<file path="config.mk">
export PLATFORM = sky130hd
export DESIGN_NAME = brlite_out_arbiter
export DESIGN_NICKNAME = d
export VERILOG_FILES = /design/src/rtl/brlite_out_arbiter_pkg.sv /design/src/rtl/brlite_out_arbiter_rr_pick.sv /design/src/rtl/brlite_out_arbiter.sv
export SDC_FILE = /design/constraint.sdc
export NUM_CORES = 1
export LEC_CHECK = 0
export CAP_MARGIN = 20
export CORE_MARGIN = 2
export CORE_UTILIZATION = 25
export DETAILED_ROUTE_END_ITERATION = 12
export PLACE_DENSITY = 0.53
export SLEW_MARGIN = 25
export SYNTH_ARGS = -nofsm -noshare
export SYNTH_HDL_FRONTEND = slang
export SYNTH_HIERARCHICAL = 1
export SYNTH_SLANG_ARGS = --single-unit
</file>
<file path="constraint.sdc">
create_clock -name clk_i -period 3.1 [get_ports clk_i]
set_input_delay 0.62 -clock clk_i [delete_from_list [all_inputs] [get_ports clk_i]]
set_output_delay 0.62 -clock clk_i [all_outputs]
set_load 0.01 [all_outputs]
</file>
<file path="src/rtl/brlite_out_arbiter_pkg.sv">
// brlite_out_arbiter_pkg: shared types for the BrLite output arbiter
package brlite_out_arbiter_pkg;
    localparam int BRLITE_ARB_NREQ = 3;
    typedef struct packed {
        logic [7:0]  src;
        logic [7:0]  tgt;
        logic [7:0]  service;
        logic [31:0] payload;
    } brlite_out_t;
    typedef enum logic [1:0] {IDLE, WAIT_ACK, RELEASE} brlite_arb_state_t;
endpackage

</file>
<file path="src/rtl/brlite_out_arbiter_rr_pick.sv">
// brlite_out_arbiter_rr_pick: first set request at or after ptr, modulo N
module brlite_out_arbiter_rr_pick #(
    parameter int N  = 3,
    parameter int IW = $clog2(N)
) (
    input  logic [N-1:0]  req,
    input  logic [IW-1:0] ptr,
    output logic [IW-1:0] sel,
    output logic          any
);
    int idx;
    assign any = |req;
    // scan from the farthest offset down so the nearest set bit wins
    always_comb begin
        sel = '0;
        idx = 0;
        for (int i = N - 1; i >= 0; i--) begin
            idx = (int'(ptr) + i) % N;
            if (req[idx]) sel = IW'(idx);
        end
    end
endmodule

</file>
<file path="src/rtl/brlite_out_arbiter.sv">
// brlite_out_arbiter: round-robin sharing of the BrLite output port among N_REQ requesters
import brlite_out_arbiter_pkg::*;
module brlite_out_arbiter #(
    parameter int N_REQ       = BRLITE_ARB_NREQ,
    parameter int STALL_CNT_W = 32,
    localparam int IW         = $clog2(N_REQ)
) (
    input  logic                   clk_i,
    input  logic                   rst_ni,
    input  logic [N_REQ-1:0]       req_i,
    output logic [N_REQ-1:0]       ack_o,
    input  brlite_out_t            data_i [N_REQ],
    input  logic                   br_local_busy_i,
    output logic                   br_req_o,
    input  logic                   br_ack_i,
    output brlite_out_t            br_data_o,
    output logic                   grant_valid_o,
    output logic [IW-1:0]          grant_idx_o,
    input  logic                   stall_clr_i,
    output logic [STALL_CNT_W-1:0] stall_cnt_o
);
    brlite_arb_state_t state_q, state_d;
    logic [IW-1:0]    rr_ptr_q, rr_ptr_d, sel, idx_d;
    logic             any, req_d, gv_d;
    logic [N_REQ-1:0] ack_d;
    brlite_out_t      data_d;

    brlite_out_arbiter_rr_pick #(.N(N_REQ), .IW(IW)) u_pick (
        .req(req_i),
        .ptr(rr_ptr_q),
        .sel(sel),
        .any(any)
    );

    always_comb begin
        state_d  = state_q;
        rr_ptr_d = rr_ptr_q;
        req_d    = br_req_o;
        data_d   = br_data_o;
        idx_d    = grant_idx_o;
        gv_d     = grant_valid_o;
        ack_d    = '0;
        case (state_q)
            IDLE: if (any && !br_local_busy_i) begin
                state_d = WAIT_ACK;
                req_d   = 1'b1;
                data_d  = data_i[sel];
                idx_d   = sel;
                gv_d    = 1'b1;
            end
            WAIT_ACK: if (br_ack_i) begin
                state_d            = RELEASE;
                req_d              = 1'b0;
                ack_d[grant_idx_o] = 1'b1;
                rr_ptr_d           = (grant_idx_o == IW'(N_REQ - 1)) ? '0 : grant_idx_o + 1'b1;
            end
            RELEASE: begin
                state_d = IDLE;
                gv_d    = 1'b0;
            end
            default: state_d = IDLE;
        endcase
    end

    always_ff @(posedge clk_i or negedge rst_ni) begin
        if (!rst_ni) begin
            state_q       <= IDLE;
            rr_ptr_q      <= '0;
            br_req_o      <= 1'b0;
            br_data_o     <= '0;
            grant_idx_o   <= '0;
            grant_valid_o <= 1'b0;
            ack_o         <= '0;
        end else begin
            state_q       <= state_d;
            rr_ptr_q      <= rr_ptr_d;
            br_req_o      <= req_d;
            br_data_o     <= data_d;
            grant_idx_o   <= idx_d;
            grant_valid_o <= gv_d;
            ack_o         <= ack_d;
        end
    end

    always_ff @(posedge clk_i or negedge rst_ni) begin
        if (!rst_ni)
            stall_cnt_o <= '0;
        else if (stall_clr_i)
            stall_cnt_o <= '0;
        else if (state_q == WAIT_ACK && !br_ack_i && !(&stall_cnt_o))
            stall_cnt_o <= stall_cnt_o + 1'b1;
    end
endmodule

</file>
==> results of run 1 <==
## metrics by stage
stage	cell area, um^2	hold slack (ns)	power [uW]	std cells	setup slack [ns]
5_1_grt	8950	0.319	7110	1160	0.330
2_1_floorplan	5550	0.324	3750	624	0.671
3_5_place_dp	8640	0.469	5490	1143	0.176
6_report	8950	0.279	6600	1160	0.538
4_1_cts	8950	0.291	6720	1159	0.544
3_3_place_gp	8640	0.461	5470	1143	0.208
## kinds of logic after synthesis
logic type               after synthesis  share of synthesized area
multiplexers                          63                      0.116
flip-flops                            99                      0.447
AO/OA/AOI/OAI                        176                      0.171
AND/OR/NAND/NOR                      232                      0.217
buffers and inverters                 48                     0.0375
XOR/XNOR                               2                    0.00316
adder cells (fa/ha/maj)                4                    0.00903
## state kept, by name, indices dropped and copies added, names as in the netlist
name,count
br_data_o,56
br_req_o,1
ack_o,3
rr_ptr_q,2
grant_valid_o,1
stall_cnt_o,32
state_q,2
grant_idx_o,2
## power by group through the flow
stage                     Combinational (uW)  Sequential, uW  Clock (uW)
final                                   3450            1950        1210
after detailed placement                3510            1980           0
after CTS                               3520            1960        1240
after global routing                    3800            2020        1290
after floorplan                         1620            2130           0
after global placement                  3500            1970           0
## cell type report
type | count | share of cell area
diodes | 1 | 0.000280
clock buffers | 11 | 0.0282
clock inverters | 5 | 0.00671
inverters | 4 | 0.00168
multi-input cells | 477 | 0.325
flip-flops and latches | 99 | 0.277
well taps | 280 | 0.0391
repair buffers | 283 | 0.322
## cell usage after synthesis, drive strengths merged
library cell	count
nor3	5
nand3b	2
nor4	4
and2b	2
a221oi	1
o21ai	18
nor4b	1
clkbuf	27
and2	3
nand4	14
a21o	5
o21ba	2
a21boi	1
o221ai	1
a31oi	1
or3b	1
nor3b	5
nor2b	7
or3	16
xor2	2
nand4bb	1
buf	17
inv	4
ha	4
o311ai	1
or4	8
nand2	10
nand3	17
mux2i	56
nor2	121
a21oi	136
and4	6
o31ai	8
mux2	7
and3	6
o21a	1
o31a	1
dfrtp	99
nand2b	3
## worst paths after layout
kind                                    startpoint  slack (ns)                     endpoint
min                                         rst_ni        0.28  stall_cnt_o[27]$_DFFE_PN0P_
min reg2reg                   br_req_o$_DFFE_PN0P_        0.48         br_req_o$_DFFE_PN0P_
max in group asynchronous                   rst_ni        2.12    br_data_o[28]$_DFFE_PN0P_
max reg2reg                rr_ptr_q[0]$_DFFE_PN0P_        0.56     br_data_o[0]$_DFFE_PN0P_
min in group clk_i            br_req_o$_DFFE_PN0P_        0.48         br_req_o$_DFFE_PN0P_
max                                       req_i[2]        0.54     br_data_o[0]$_DFFE_PN0P_
## metal layers
layer  vias to the layer above  global-route usage  share of wire
li1                       2731                   -              -
met1                      2576               0.218           0.45
met2                       163               0.259           0.47
met3                        15              0.0431          0.065
met4                         0              0.0494          0.014
met5                         -                   0              0
==> metrics.txt, run 1 <==
status finished clean; setup TNS after final layout 0 ns; wire per inst 16.6 um; Sw Pwr 2480 uW; clock root buffer clkbuf_16; Area Overhead vs Synth 61.4%; clk buf depth 2; internal power between 4000 and 5000 uW; IR drop worst, VDD around 0.30 mV; postcts setup bufs 0; die height roughly 150 um; FF-to-FF path depth 10; die area between 20000 and 25000 um^2; Port Buf Inserts 270; TritonRoute pass-1 iters 4; Seq pwr share 0.296; CP max FO 26; Least-Margin Pin Slew ~0.67 ns; syn_nets about 800; CTS tree done; most frequent CP cell a21oi_1; Filler Cell Count 2197; first-pass GRT wire length 30300 um; routed vias/inst about 4.7; CTS H-tree depth 3; CP max stage delay 0.53 ns; routability cong. ~0.8; Post-Synthesis Cell Area around 5500 um^2; FF/Latch Area between 2000 and 2500 um^2; commonest cells after routing, fill and taps aside clkdlybuf4s50_1, a21oi_1, nor2_1; Setup violations, final 0; proportion of netlist area held by the largest area contributor 0.447; Tmin final between 2 and 3 ns; I/O Pins 271; Final ANT Viol Nets 0; Total Routing Usage GR 0.163; max frequency around 390 MHz; Worst setup EP type flip-flop; vias in the first global route about 5300; post-CTS resize count 0; DRT iter0 DRCs around 260; Synth Warn # 6; drt total wl a little under 20000 um; CP max-delay cell clkdlybuf4s50_1; row count 54; final design utilization 0.410; CP top delay family compound AO/OA/AOI/OAI gates; RSZ-0062 raised after global routing no; CP arrival between 2 and 3 ns; Clk Latency, worst-skew pair between 0.3 and 0.4 ns; Seq/Total Area, Yosys 0.447; Post-layout nets around 1100; Setup crit start kind input pin; pwr/cell area between 700 and 800 nW/um^2; commonest non-fill, non-tap cell in the layout clkdlybuf4s50_1; Mean Syn Cell Area between 8 and 9 um^2; initial antenna violation count 1; area of the multi-input gates 2910 um^2; Crit path required time ~3.3 ns; FF+latch count, synth 99; worst setup path category in2reg; ranking of synthesized cells by area dfrtp_1, a21oi_1, mux2i_1; Core Box Area roughly 22000 um^2; sw frac 0.376; Synth area leader dfrtp_1; Num CTS Buffers 9; Clock power frac 0.183; WP depth 9; max_cap viols 0; clk_skew between 0.01 and 0.015 ns; share of the cycle needed by the critical path after routing 0.826; Die X approximately 150 um; critical path, cell by cell clkdlybuf4s50_1 -> a21boi_2 -> o21ai_0 -> o311ai_4 -> buf_12 -> mux2i_1 -> nor2_1 -> a21oi_1 -> a21oi_1; Initial Utilization 0.254; hold_buf cts 0; Hold Fails Final Rpt 0; distinct cell type count after synthesis 50; Post-DP HPWL between 10000 and 15000 um; Leak approximately 0.0035 uW; Worst-path clk slew 0.08 ns; largest net degree at the start of global routing approximately 90; Worst Hold Class in2async; DRC 0; WP buf/inv 2; final count of pins violating max slew 0; vias post-DR 5485; clk sink count 99; layout cells sized above 1 0.0580; combinational power share 0.522; Worst slew margin 0.547; Syn Inst Count roughly 620; grt total ovfl 0
No activity file was read; power rests on OpenSTA's default activity.
==> run 2: changes to the inputs <==
--- a/config.mk
+++ b/config.mk
@@ -9,7 +9,7 @@
 export CORE_MARGIN = 2
 export CORE_UTILIZATION = 25
 export DETAILED_ROUTE_END_ITERATION = 12
-export PLACE_DENSITY = 0.53
+export PLACE_DENSITY = 0.55
 export SLEW_MARGIN = 25
 export SYNTH_ARGS = -nofsm -noshare
 export SYNTH_HDL_FRONTEND = slang
==> constraint.sdc (replaced) <==
create_clock -name clk_i -period 2.2 [get_ports clk_i]
set_input_delay 0.44 -clock clk_i [delete_from_list [all_inputs] [get_ports clk_i]]
set_output_delay 0.44 -clock clk_i [all_outputs]
set_load 0.01 [all_outputs]
==> metrics.txt, run 2 (synthesized netlist as in run 1, its figures left out) <==
status finished with violations (was finished clean); failing checks negative setup slack; die height 153 um (unchanged); DP Area 9010 um^2 (was 8640 um^2); Port Buf Inserts 270 (unchanged); FF-to-FF Start rr_ptr_q[0]$_DFFE_PN0P_ (unchanged); max frequency ~440 MHz; sw frac 0.377 (was 0.376); FF/Latch Area 2480 um^2 (unchanged); WP buf/inv 4 (was 2); Worst slew margin 0.580 (was 0.547); max FFs per register 56 (unchanged); Worst-path clk slew 0.07 ns (was 0.08 ns); pwr/cell area 1100 nW/um^2 (was 738 nW/um^2); Core Box Area 21800 um^2 (unchanged); Seq pwr share 0.252 (was 0.296); commonest cells after routing, fill and taps aside clkdlybuf4s50_1, nor2_1, dfrtp_1 (was clkdlybuf4s50_1, a21oi_1, nor2_1); internal power 6810 uW (was 4120 uW); Tmin final about 2.3 ns; clk sink count 99 (unchanged); CTS tree done (unchanged); Worst Hold Class in2async (unchanged); Post-layout nets 1116 (was 1054); CP arrival 2.55 ns (was 2.78 ns); FF-to-FF path depth 11 (was 10); routed vias/inst 4.83 (was 4.73); grt total ovfl 0 (unchanged); wire per inst 17.2 um (was 16.6 um); Initial Utilization 0.254 (unchanged); RR Endpoint br_data_o[0]$_DFFE_PN0P_ (unchanged); die area 23400 um^2 (unchanged); area of the multi-input gates 3270 um^2 (was 2910 um^2); Crit path required time 2.47 ns (was 3.32 ns); Antenna Cells 0 (was 1); Leak 0.00390 uW (was 0.00347 uW); Setup violations, final 45 (was 0); DRC 0 (unchanged); IR drop worst, VDD 0.442 mV (was 0.295 mV); max_cap viols 0 (unchanged); Num CTS Buffers 9 (unchanged); CP max-delay cell dfrtp_1 (was clkdlybuf4s50_1); first-pass GRT wire length 32000 um (was 30300 um); commonest non-fill, non-tap cell in the layout clkdlybuf4s50_1 (unchanged); CTS H-tree depth 3 (unchanged); clk buf depth 2 (unchanged); largest net degree at the start of global routing 63 (was 91); Die X 153 um (unchanged); clk_skew 0.00649 ns (was 0.0107 ns); Inst Count DP 1190 (was 1143); CP max stage delay 0.39 ns (was 0.53 ns); Fin Hold WS 0.0833 ns (was 0.279 ns); row count 54 (unchanged); Post-DP HPWL 14800 um (was 14300 um); Area Overhead vs Synth 79.7% (was 61.4%); clock root buffer clkbuf_16 (unchanged); TritonRoute pass-1 iters 4 (unchanged); Final ANT Viol Nets 0 (unchanged); Least-Margin Pin Slew 0.627 ns (was 0.675 ns); drt total wl 21000 um (was 19300 um); I/O Pins 271 (unchanged); Final Instance Area 9960 um^2 (was 8950 um^2); setup TNS after final layout -1.84 ns (was 0 ns); Sw Pwr 4130 uW (was 2480 uW); Setup crit start kind flip-flop (was input pin); Reg with most FFs br_data_o (unchanged); routability cong. 0.812 (was 0.808); critical path, cell by cell inv_2 -> ha_4 -> and2b_1 -> o221ai_2 -> o311ai_4 -> buf_6 -> nor2b_4 -> buf_6 -> clkbuf_16 -> a21oi_1 -> a21oi_1 (was clkdlybuf4s50_1 -> a21boi_2 -> o21ai_0 -> o311ai_4 -> buf_12 -> mux2i_1 -> nor2_1 -> a21oi_1 -> a21oi_1); Hold Fails Final Rpt 0 (unchanged); vias post-DR 5890 (was 5485); Worst setup EP type flip-flop (unchanged); setup slack after placement -0.449 ns (was 0.176 ns); reg2reg setup slack -0.08 ns (was 0.56 ns); Filler Cell Count 2094 (was 2197); Total Routing Usage GR 0.171 (was 0.163); share of the cycle needed by the critical path after routing 1.04; combinational power share 0.597 (was 0.522); non-filler cells, final 1220 (was 1160); RSZ-0062 raised after global routing yes (was no); fin worst setup slack -0.0818 ns (was 0.538 ns); Clock power frac 0.152 (was 0.183); CP top delay family buffers and inverters (was compound AO/OA/AOI/OAI gates); vias in the first global route 5740 (was 5312); final count of pins violating max slew 0 (unchanged); initial antenna violation count 0 (was 1); Clk Latency, worst-skew pair 0.35 ns (about the same); CP max FO 8 (was 26); largest registers br_data_o: 56 flops, stall_cnt_o: 32 flops, ack_o: 3 flops (unchanged); worst setup path category reg2reg (was in2reg); layout cells sized above 1 0.195 (was 0.0580); DRT iter0 DRCs 258 (was 263)
## run 2: worst reg2reg max path, delay by kind of cell (launching register included)
| kind | cells | cell delay [ns] |
|---|---|---|
| AOI/OAI and AO/OA | 4 | 0.60 |
| buffers and inverters | 4 | 0.64 |
| adders and majority gates | 1 | 0.22 |
| DFF | 1 | 0.39 |
| and+or+nand+nor | 2 | 0.37 |
## run 2: what timing repair did
action,in CTS,in global routing
cloned,2,6
hold buffers,0,0
setup endpoints to repair,56,58
pin swaps,16,46
resized for setup,62,40
buffers inserted,6,2
## run 2: layout make-up
type                       instances  share of cell area
multi-input combinational        478               0.328
clock buffer                      11              0.0254
inverter                           4             0.00151
timing repair buffer             344               0.356
sequential                        99               0.249
tap                              280              0.0352
clock inverter                     4             0.00502
## run 2: worst max-delay path by stage
| stage | from | end | slack (ns) | cells after the start |
|---|---|---|---|---|
| after global routing | rr_ptr_q[0]$_DFFE_PN0P_ | br_data_o[45]$_DFFE_PN0P_ | -0.20 | 11 |
| after global placement | req_i[1] | br_data_o[15]$_DFFE_PN0P_ | -0.43 | 6 |
| after detailed placement | req_i[1] | br_data_o[12]$_DFFE_PN0P_ | -0.45 | 6 |
| final | rr_ptr_q[0]$_DFFE_PN0P_ | br_data_o[0]$_DFFE_PN0P_ | -0.08 | 11 |
| after CTS | rr_ptr_q[1]$_DFFE_PN0P_ | br_data_o[23]$_DFFE_PN0P_ | -0.13 | 12 |
| after floorplan | rr_ptr_q[0]$_DFFE_PN0P_ | br_data_o[33]$_DFFE_PN0P_ | -0.15 | 12 |
## run 2: power groups by stage
stage	registers, uW	clock network, uW	logic (uW)
floorplan	3000	0	2310
global placement	2750	0	5200
detailed placement	2760	0	5210
CTS	2750	1720	5960
global route	2830	1800	7020
finish	2750	1660	6530
## run 2: per-layer routing
| layer | GRT usage | wire, um |
|---|---|---|
| met5 | 0 | 0 |
| met2 | 0.273 | 9660 |
| met1 | 0.232 | 9780 |
| met4 | 0.0626 | 531 |
| met3 | 0.0289 | 1060 |
## run 2: stage by stage
stage	utilization	total power, uW
2_1_floorplan	-	5310
3_3_place_gp	0.413	7960
3_5_place_dp	0.413	7970
4_1_cts	0.443	10400
5_1_grt	0.457	11700
6_report	0.457	10900
==> run 3: changes to the inputs <==
--- a/config.mk
+++ b/config.mk
@@ -9,7 +9,7 @@
 export CORE_MARGIN = 2
 export CORE_UTILIZATION = 25
 export DETAILED_ROUTE_END_ITERATION = 12
-export PLACE_DENSITY = 0.55
+export PLACE_DENSITY = 0.62
 export SLEW_MARGIN = 25
 export SYNTH_ARGS = -nofsm -noshare
 export SYNTH_HDL_FRONTEND = slang
==> metrics.txt, run 3 (synthesized netlist as in run 1, its figures left out) <==
Area Overhead vs Synth 74.1% (was 79.7%); clk_skew 0.00878 ns (was 0.00649 ns); most frequent CP cell a21oi_1; RSZ-0062 raised after global routing yes (unchanged); Sw Pwr 3730 uW (was 4130 uW); Post-layout nets 1124 (was 1116); clk buf depth 2 (unchanged); CP top delay family compound AO/OA/AOI/OAI gates (was buffers and inverters); Num CTS Buffers 9 (unchanged); largest net degree at the start of global routing 69 (was 63); final design utilization 0.442 (was 0.457); Crit path required time 2.41 ns (was 2.47 ns); max frequency 444 MHz (was 438 MHz); Clock power frac 0.148 (was 0.152); internal power 6440 uW (was 6810 uW); commonest cells after routing, fill and taps aside clkdlybuf4s50_1, a21oi_1, nor2_1 (was clkdlybuf4s50_1, nor2_1, dfrtp_1); Initial Utilization 0.254 (unchanged); row count 54 (unchanged); failing checks negative setup slack (unchanged); first-pass GRT wire length 31500 um (was 32000 um); routability cong. 0.843 (was 0.812); WP buf/inv 2 (was 4); initial antenna violation count 0 (unchanged); pwr/cell area 1050 nW/um^2 (was 1100 nW/um^2); Core Box Area 21800 um^2 (unchanged); share of the cycle needed by the critical path after routing 1.02 (was 1.04); clock root buffer clkbuf_16 (unchanged); routed vias/inst 4.76 (was 4.83); largest registers br_data_o: 56 flops, stall_cnt_o: 32 flops, ack_o: 3 flops (unchanged); CP max-delay cell dfrtp_2 (was dfrtp_1); Total Routing Usage GR 0.167 (was 0.171); DRT iter0 DRCs 249 (was 258); final count of pins violating max slew 0 (unchanged); max_cap viols 0 (unchanged); CP max FO 7 (was 8); die area 23400 um^2 (unchanged); I/O Pins 271 (unchanged); CTS tree done (unchanged); wire per inst 15.9 um (was 17.2 um); grt total ovfl 0 (unchanged); Worst Hold Class in2async (unchanged); Antenna Cells 0 (unchanged); die height 153 um (unchanged); Setup violations, final 44 (was 45); vias post-DR 5849 (was 5890); Seq pwr share 0.269 (was 0.252); Inst Count DP 1202 (was 1190); Worst-path clk slew 0.07 ns (about the same); critical path, cell by cell ha_4 -> and2b_2 -> o21ai_2 -> o311ai_4 -> buf_6 -> buf_8 -> mux2i_2 -> nor2_1 -> a21oi_1 -> a21oi_1 (was inv_2 -> ha_4 -> and2b_1 -> o221ai_2 -> o311ai_4 -> buf_6 -> nor2b_4 -> buf_6 -> clkbuf_16 -> a21oi_1 -> a21oi_1); Hold Fails Final Rpt 0 (unchanged); non-filler cells, final 1229 (was 1220); worst setup path category reg2reg (unchanged); Least-Margin Pin Slew 0.771 ns (was 0.627 ns); combinational power share 0.583 (was 0.597); commonest non-fill, non-tap cell in the layout clkdlybuf4s50_1 (unchanged); vias in the first global route 5872 (was 5740); CP arrival 2.46 ns (was 2.55 ns); Tmin final 2.25 ns (was 2.28 ns); Die X 153 um (unchanged); Post-DP HPWL 15000 um (was 14800 um); Worst slew margin 0.485 (was 0.580); Final ANT Viol Nets 0 (unchanged); CTS H-tree depth 3 (unchanged); Setup crit start kind flip-flop (unchanged); Worst setup EP type flip-flop (unchanged); Leak 0.00385 uW (was 0.00390 uW); status finished with violations (unchanged); layout cells sized above 1 0.146 (was 0.195); Reg with most FFs br_data_o (unchanged); CP max stage delay 0.44 ns (was 0.39 ns); Filler Cell Count 2109 (was 2094); Fin Hold WS 0.464 ns (was 0.0833 ns); fin worst setup slack -0.0514 ns (was -0.0818 ns); TritonRoute pass-1 iters 5 (was 4); DRC 0 (unchanged); Port Buf Inserts 270 (unchanged); clk sink count 99 (unchanged); sw frac 0.367 (was 0.377); max FFs per register 56 (unchanged); Clk Latency, worst-skew pair 0.34 ns (was 0.35 ns); IR drop worst, VDD 0.600 mV (was 0.442 mV); drt total wl 19600 um (was 21000 um)
## run 3: changes by cell type in the layout (fill, tap and decap cells not counted), sizes merged
cell and change:
and4 -1, clkbuf -2, bufinv -1, buf +12
dlygate4sd3 +1
## run 3: cell type report
cell class,instances,area (um^2),share of cell area
Tap cell,280,350,0.0363
Inverter,4,15.0,0.00156
Clock inverter,3,23.8,0.00246
Timing Repair Buffer,353,3530,0.366
Clock buffer,13,250,0.0259
Multi-Input combinational cell,477,3000,0.311
Sequential cell,99,2480,0.257
## run 3: path summary, 6_finish.rpt
kind                       cells past startpoint  slack (ns)                    start                         to
max                                           10       -0.05  rr_ptr_q[1]$_DFFE_PN0P_  br_data_o[41]$_DFFE_PN0P_
min                                            2        0.46                   rst_ni  br_data_o[46]$_DFFE_PN0P_
max reg2reg                                   10       -0.05  rr_ptr_q[1]$_DFFE_PN0P_  br_data_o[41]$_DFFE_PN0P_
min reg2reg                                    1        0.48     br_req_o$_DFFE_PN0P_       br_req_o$_DFFE_PN0P_
max in group asynchronous                      3        1.22                   rst_ni    rr_ptr_q[1]$_DFFE_PN0P_
min in group clk_i                             1        0.48     br_req_o$_DFFE_PN0P_       br_req_o$_DFFE_PN0P_
## run 3: metrics by stage
step	setup TNS, ns	worst slack (ns)	total power, uW	area, um^2
floorplan	-4.93	-0.151	5310	5560
global placement	-17.39	-0.362	8130	9100
detailed placement	-18.12	-0.413	8160	9100
CTS	-6.11	-0.172	10100	9550
global route	-7.21	-0.194	10900	9650
finish	-1.11	-0.0514	10200	9650
## run 3: what timing repair did
item                                    4_1_cts  5_1_grt
cloned                                        1        1
resized for setup                            24       22
endpoints found under the hold margin         3        0
hold buffers                                  1        0
setup buffers                                 6        3
pin swaps                                    17       33
endpoints found under the setup margin       55       56
## run 3: power groups by stage
stage	Sequential [uW]	Clock (uW)	Combinational, uW
6_report	2730	1510	5930
5_1_grt	2830	1670	6440
4_1_cts	2740	1580	5810
3_5_place_dp	2760	0	5400
3_3_place_gp	2750	0	5380
2_1_floorplan	3000	0	2310
## run 3: worst register-to-register path: stages, from the launching register on
cell	delay (ns)
dfrtp_2	0.44
ha_4	0.29
and2b_2	0.17
o21ai_2	0.07
o311ai_4	0.32
buf_6	0.23
buf_8	0.14
mux2i_2	0.20
nor2_1	0.08
a21oi_1	0.11
a21oi_1	0.08
## run 3: metal layers
layer,global-route usage,part of all wire,vias up
met5,0,0,-
met4,0.0467,0.016,0
met3,0.0400,0.062,21
met2,0.275,0.49,201
met1,0.220,0.43,2752
li1,-,-,2875
